$ cat config.mk
export PLATFORM = sky130hd
export DESIGN_NAME = multi_dataflow_offs_gen
export DESIGN_NICKNAME = d
export VERILOG_FILES = /design/src/rtl/multi_dataflow_offs_gen.sv
export SDC_FILE = /design/constraint.sdc
export NUM_CORES = 1
export LEC_CHECK = 0
export CELL_PAD_IN_SITES_DETAIL_PLACEMENT = 1
export CELL_PAD_IN_SITES_GLOBAL_PLACEMENT = 2
export CORE_UTILIZATION = 30
export DETAILED_ROUTE_END_ITERATION = 10
export GPL_TIMING_DRIVEN = 0
export PLACE_DENSITY = 0.73
export SLEW_MARGIN = 0
export SYNTH_ARGS = -nofsm -noshare
export SYNTH_HDL_FRONTEND = slang
export SYNTH_SLANG_ARGS = --single-unit
$ cat constraint.sdc
create_clock -name clk_i -period 18.6 [get_ports clk_i]
set_clock_uncertainty 0.15 [all_clocks]
set_input_delay 3.72 -clock clk_i [delete_from_list [all_inputs] [get_ports clk_i]]
set_output_delay 3.72 -clock clk_i [all_outputs]
set_load 0.01 [all_outputs]
$ cat src/rtl/multi_dataflow_offs_gen.sv
// Nested-loop offset generator: walks NB_LOOPS odometer counters and emits one offset per stream.
// Offsets are kept as per-loop accumulated products so only adders are needed.
module multi_dataflow_offs_gen #(
  parameter int unsigned NB_LOOPS   = 2,
  parameter int unsigned NB_STREAMS = 2,
  parameter int unsigned CNT_W      = 16,
  parameter int unsigned OFFS_W     = 32
) (
  input  logic                                  clk_i,
  input  logic                                  rst_i,
  input  logic                                  clear_i,
  input  logic                                  enable_i,
  input  logic [NB_LOOPS*CNT_W-1:0]             loop_range_i,
  input  logic [NB_LOOPS*NB_STREAMS*OFFS_W-1:0] stride_i,
  output logic                                  valid_o,
  output logic                                  done_o,
  output logic [NB_STREAMS*OFFS_W-1:0]          offs_o,
  output logic [NB_LOOPS*CNT_W-1:0]             idx_o
);

  typedef enum logic [1:0] {StReady, StUpdate, StDone} state_e;

  state_e                                              state_q;
  logic                                                valid_q, done_q;
  logic [NB_LOOPS-1:0][CNT_W-1:0]                      idx_q, idx_n, range_v, last_v;
  logic [NB_LOOPS-1:0][NB_STREAMS-1:0][OFFS_W-1:0]     acc_q, acc_n, stride_v;
  logic [NB_STREAMS-1:0][OFFS_W-1:0]                   offs_q, offs_n;
  logic                                                adv_found;
  int                                                  adv_lvl;

  assign range_v  = loop_range_i;
  assign stride_v = stride_i;

  // Odometer step: lowest loop not yet at its last index advances, lower loops restart.
  always_comb begin
    adv_found = 1'b0;
    adv_lvl   = 0;
    idx_n     = idx_q;
    acc_n     = acc_q;
    offs_n    = '0;
    for (int l = 0; l < int'(NB_LOOPS); l++) begin
      last_v[l] = (range_v[l] == '0) ? '0 : range_v[l] - CNT_W'(1);
    end
    for (int l = int'(NB_LOOPS) - 1; l >= 0; l--) begin
      if (idx_q[l] < last_v[l]) begin
        adv_found = 1'b1;
        adv_lvl   = l;
      end
    end
    for (int l = 0; l < int'(NB_LOOPS); l++) begin
      if (adv_found && l == adv_lvl) begin
        idx_n[l] = idx_q[l] + CNT_W'(1);
        for (int s = 0; s < int'(NB_STREAMS); s++) begin
          acc_n[l][s] = acc_q[l][s] + stride_v[l][s];
        end
      end else if (adv_found && l < adv_lvl) begin
        idx_n[l] = '0;
        acc_n[l] = '0;
      end
    end
    for (int s = 0; s < int'(NB_STREAMS); s++) begin
      for (int l = 0; l < int'(NB_LOOPS); l++) begin
        offs_n[s] = offs_n[s] + acc_n[l][s];
      end
    end
  end

  always_ff @(posedge clk_i or posedge rst_i) begin
    if (rst_i) begin
      state_q <= StReady;
      idx_q   <= '0;
      acc_q   <= '0;
      offs_q  <= '0;
      valid_q <= 1'b1;
      done_q  <= 1'b0;
    end else if (clear_i) begin
      state_q <= StReady;
      idx_q   <= '0;
      acc_q   <= '0;
      offs_q  <= '0;
      valid_q <= 1'b1;
      done_q  <= 1'b0;
    end else begin
      case (state_q)
        StReady: begin
          if (enable_i) begin
            state_q <= StUpdate;
            valid_q <= 1'b0;
          end
        end
        StUpdate: begin
          valid_q <= 1'b1;
          if (adv_found) begin
            state_q <= StReady;
            idx_q   <= idx_n;
            acc_q   <= acc_n;
            offs_q  <= offs_n;
          end else begin
            state_q <= StDone;
            done_q  <= 1'b1;
          end
        end
        StDone: ;
        default: begin
          state_q <= StReady;
          valid_q <= 1'b1;
          done_q  <= 1'b0;
        end
      endcase
    end
  end

  assign valid_o = valid_q;
  assign done_o  = done_q;
  assign offs_o  = offs_q;
  assign idx_o   = idx_q;

endmodule
# After elaboration in Yosys (flattened, before gate mapping)
# Cells that the tools add are included.
# totals
reg_bits,228
in_bits,164
output_inout_bits,98
word_cells,83
# op_classes
n_addsub,10
n_lt_le_gt_ge,4
eq_ne,7
muxes,33
n_reduce_logical,18
# op_table
cell,count
$mux 64,7
$mux 128,3
$add 32x32->32,6
$mux 32,4
$mux 16,6
$add 16x1->16 const B,2
$eq 2x32->1 const A,1
$logic_not 16->1,2
$logic_not 32->1,1
$lt 1x32->1 const A,1
$lt 16x16->1,2
$lt 2x32->1 const A,1
$sub 16x1->16 const B,2
$mux 1,7
$mux 2,3
$ne 3x3->1 const B,2
$pmux 2 s3,1
$reduce_and 2->1,3
$reduce_and 3->1,2
$reduce_bool 3->1,2
$logic_and 1x1->1,4
$pmux 1 s2,2
$reduce_bool 2->1,2
$eq 2x1->1 const B,1
5 further kinds,5

# Depth between registers and ports, before layout
# depth
depth_word,13
mapped_depth,32

# Worst setup path before layout
# Ideal clock, no wire load.
# synth_path
path_kind,in2reg
from,in loop_range_i[7]
to,reg offs_q (netlist bit offs_o[62])
setup_ns,0.083
arrival_ns,10.077
t_required_ns,18.367
path_slack_ns,8.290
cell_stages,31
cell_sequence,or4_4 > or3_4 > or4_1 > nor4_1 > nor2b_1 > ha_1 > a21o_1 > a21o_1 > a21oi_1 > o221ai_1 > or2_1 > nand2b_1 > clkbuf_1 > clkbuf_1 > nand2_1 > nand2_1 > ha_1 > inv_1 > fa_1 > nor2b_1 > o21ai_0 > a21oi_1 > o21ai_0 > a21boi_0 > o21ai_0 > o31ai_1 > a31oi_1 > o31ai_1 > a311oi_1 > o32a_1 > o21ai_0
# synth_via
elab_chain_len,12
elab_cells_between_ends,24
cone_classes,2 x add/sub; 3 x order compare; 1 x eq/ne; 10 x mux; 8 x reduce/logical
# synth_rtl
item,line_no,text
start: declaration,13,"input logic [NB_LOOPS*CNT_W-1:0] loop_range_i,"
$sub 16x1->16 or $logic_not 16->1 (tied branches),42,last_v[l] = (range_v[l] == '0) ? '0 : range_v[l] - CNT_W'(1);
$mux 16 *,42,
$lt 16x16->1 *,45,if (idx_q[l] < last_v[l]) begin
$mux 32,45,
$lt 1x32->1 or $lt 2x32->1 (tied branches),56,end else if (adv_found && l < adv_lvl) begin
$logic_and 1x1->1,56,
$mux 64,56,
$mux 64,51,if (adv_found && l == adv_lvl) begin
$add 32x32->32,63,offs_n[s] = offs_n[s] + acc_n[l][s];
$mux 64,93,if (adv_found) begin
$mux 64,84,case (state_q)
$mux 64,76,end else if (clear_i) begin
end signal: assignment,97,offs_q <= offs_n;
end: declaration,27,"logic [NB_STREAMS-1:0][OFFS_W-1:0] offs_q, offs_n;"
# Every way passes the cells marked *; elsewhere a longest branch is shown, timed or not. The select of a mux whose other input is x is not followed.
# A chain may end at the register's enable or synchronous reset.

# Worst setup path in the final report
# layout_path
from,in loop_range_i[21]
to,reg offs_q (netlist bit offs_o[62])
# layout_via
elab_chain_len,13
elab_cells_between_ends,26
cone_classes,2 x add/sub; 3 x order compare; 1 x eq/ne; 12 x mux; 8 x reduce/logical
# layout_rtl
item,line_no
$sub 16x1->16 or $logic_not 16->1 (tied branches),42
$mux 16 *,42
$lt 16x16->1 *,45
$mux 1,45
$mux 32,45
$lt 1x32->1 or $lt 2x32->1 (tied branches),56
$logic_and 1x1->1,56
$mux 64,56
$mux 64,51
$add 32x32->32,63
$mux 64,93
$mux 64,84
$mux 64,76
# Marks and branches as above.

==> run metrics <==
worst slew pin tran=1.22 ns; Routed WL per cell=22.8 um; Worst Path Arrival=12.84 ns; HP Class=flip-flop to flip-flop; P_int=1030 uW; IO Pins=262; synthesized flop and latch total=228; RSZ-0062 raised after global routing=false; placed cell count=3,588; total track usage=0.239; Pleak=0.0117 uW; Reg2Reg Launch Point=idx_o[1]; fraction of registers with async set or reset after synthesis=1.00; share of power burned in registers=0.342; post-route ant nets=0; post-cts sizing count=0; Detailed Route WL=83,100 um; full die area=68,600 um^2; CP Data Required Time=18.96 ns; synthesized area=20,300 um^2; CTS sink cnt=228; CTS tree=yes; Power Dens Cells=62.5 nW/um^2; CP max stage cell=clkbuf_1; Slew headroom=0.166; pin count of the biggest net entering global routing=103; Post-layout nets=3,149; vias in the first global route=20,900; status=finished clean; Final Power=1560 uW; die height=262 um; CP Launch Type=primary input; clock share of power=0.387; hold buffers post-CTS=0; min Tclk post-route=12.47 ns; clk slew on worst S/H paths=0.06 ns; first-pass GRT wire length=125,000 um; DIE WIDTH=262 um; initial antenna violation count=8; post-CTS setup buffers=0; CP Capture Type=flip-flop; Synth cell types=83; peak supply drop=0.0593 mV; final cell count without fillers=3,647; Root Buffer=clkbuf_16; synthesized netlist net count=2,853; fillcell total=7,894; Post-synth EDFFs=0; drt pass-1 iters=5; Synth Instances=2,461; Syn Area/Cell=8.24 um^2; htree depth=1; Switching Share=0.343; Starting Density=0.306; slowest stage delay, CP=0.72 ns; final setup fails=0; Core Footprint=66,300 um^2; clock buffer depth=3; Critical Path Most Common Cell=o21ai_0; CP max FO=10; Reg area=5710 um^2; CP Class=primary input to flip-flop; Max Cap Viol=0; Final Max Slew Viols=0; Ys Warns=0; Worst-Skew Late Latency=0.61 ns; switching power=536 uW; Max Clk Rate=0.0802 GHz; via count=20,000; cell row count=94; GR Overflow Total=0; Multi-input gate area=13,900 um^2; setup TNS=0 ns; hold path start=offs_o[61]; CP startpoint=loop_range_i[21]; DPL Wire Length=66,800 um; number of remaining DRC errors=0; Post-synth top flop=dfrtp_1; Syn-to-layout area delta=23.4%; vias per inst=5.50; TritonCTS Buffers=31; ratio of cells with drive above 1 in the final layout=0.0428; Hold Vio Cnt, Final=0; RePlAce Congestion=0.907; I/O Buffers=260; combinational share of power=0.271; register area share after synthesis=0.281; Starting DRT DRC Count=1,184; crit share post-route=0.671
area by class of cell:
type | count | share of cell area
clock buffer | 44 | 0.0350
timing repair buffer | 263 | 0.107
multi-input combinational | 2079 | 0.556
inverter | 60 | 0.00930
sequential | 228 | 0.228
antenna | 1 | 0.000100
clock inverter | 14 | 0.00430
tap | 864 | 0.0432
buffer | 94 | 0.0177
synth_stat cells, drive strengths merged, types with 5 or more instances:
| cell | instances | area share |
|---|---|---|
| o21a | 26 | 0.0096 |
| nand2b | 29 | 0.0089 |
| clkbuf | 60 | 0.011 |
| a41oi | 5 | 0.0022 |
| nor3 | 37 | 0.0094 |
| nand3 | 94 | 0.023 |
| a31oi | 12 | 0.0037 |
| and2 | 7 | 0.0022 |
| nand4 | 31 | 0.0099 |
| o31ai | 21 | 0.0078 |
| fa | 6 | 0.0059 |
| nor2b | 24 | 0.0074 |
| a21boi | 7 | 0.0026 |
| a21o | 102 | 0.038 |
| o21bai | 37 | 0.014 |
| ha | 222 | 0.14 |
| dfrtp | 227 | 0.28 |
| mux2i | 10 | 0.0049 |
| xor2 | 85 | 0.037 |
| inv | 60 | 0.011 |
| buf | 34 | 0.011 |
| a211oi | 17 | 0.0063 |
| a21oi | 179 | 0.044 |
| a22o | 86 | 0.037 |
| and3 | 35 | 0.011 |
| nor3b | 8 | 0.0030 |
| nand2 | 356 | 0.066 |
| a211o | 7 | 0.0030 |
| nor4 | 8 | 0.0025 |
| nor2 | 119 | 0.023 |
| xnor2 | 110 | 0.048 |
| o21ai | 293 | 0.072 |
| a2111oi | 9 | 0.0051 |
| or3 | 16 | 0.0052 |
| o211ai | 11 | 0.0043 |
| or2 | 7 | 0.0022 |
| or4 | 5 | 0.0020 |
power by group through the flow:
stage / Sequential [uW] / Clock (uW) / Combinational [uW]
finish: 535 / 605 / 424
CTS: 536 / 619 / 423
floorplan: 542 / 0 / 247
global route: 538 / 635 / 463
global placement: 544 / 0 / 410
detailed placement: 544 / 0 / 421
worst paths after layout:
| path | depth (start not counted) | slack, ns | endpoint |
|---|---|---|---|
| worst min-delay path | 2 | 0.34 | offs_o[61] |
| worst min register to register | 2 | 0.34 | offs_o[61] |
| max in group asynchronous | 4 | 13.61 | idx_o[14] |
| worst max register to register | 25 | 10.94 | offs_o[62] |
| worst max-delay path | 32 | 6.13 | offs_o[62] |
| min in group asynchronous | 2 | 3.34 | acc_q[107] |
metal layers:
layer	GRT usage	routed length, um
met2	0.395	38200
met5	0	89
met3	0.0320	3570
met4	0.0774	2670
met1	0.322	38500
layout by cell type (no fill, tap or decap), types with 17 or more instances in the layout:
master	n
nor2b_1	24
ha_1	222
o21bai_1	37
clkbuf_1	67
xor2_1	85
xnor2_1	110
a21o_1	102
nor3_1	35
o21a_1	26
dfrtp_1	227
nand4_1	30
clkdlybuf4s50_1	260
a211oi_1	17
a22o_1	86
inv_1	59
nand2b_1	29
a21oi_1	179
nand3_1	94
nand2_1	356
and3_1	35
clkbuf_16	31
nor2_1	116
buf_4	17
o21ai_0	283
o31ai_1	21
cells by family (layout without fill, tap and decap cells):
family | after synthesis | in the layout | synth area share
XOR/XNOR | 195 | 195 | 0.0842
buffers and inverters | 154 | 475 | 0.0330
flip-flops | 228 | 228 | 0.281
adder cells (fa/ha/maj) | 228 | 228 | 0.143
AO/OA/AOI/OAI | 855 | 855 | 0.270
AND/OR/NAND/NOR | 787 | 787 | 0.181
other | 0 | 1 | 0
multiplexers | 14 | 14 | 0.00716
flip-flops by register name (all words and copies together) (netlist names):
register / cells
acc_q: 128
done_o: 1
idx_o: 32
offs_o: 64
state_q: 2
valid_o: 1
metrics by stage:
step | util | cell area, um^2 | setup WS (ns) | hold slack [ns]
2_1_floorplan | - | 20300 | 8.29 | 0.315
3_3_place_gp | 0.361 | 24000 | 4.39 | 0.314
3_5_place_dp | 0.362 | 24000 | 5.47 | 0.324
4_1_cts | 0.377 | 25000 | 6.08 | 0.338
5_1_grt | 0.377 | 25000 | 5.37 | 0.358
6_report | 0.377 | 25000 | 6.13 | 0.336
critical path: cells and delay by family:
kind | cells | cell delay [ns]
simple gates | 12 | 2.94
fa+ha+maj | 3 | 0.94
compound gates | 13 | 3.44
buf+inv | 4 | 1.75
Note: power is estimated with default switching activity, not from simulation.
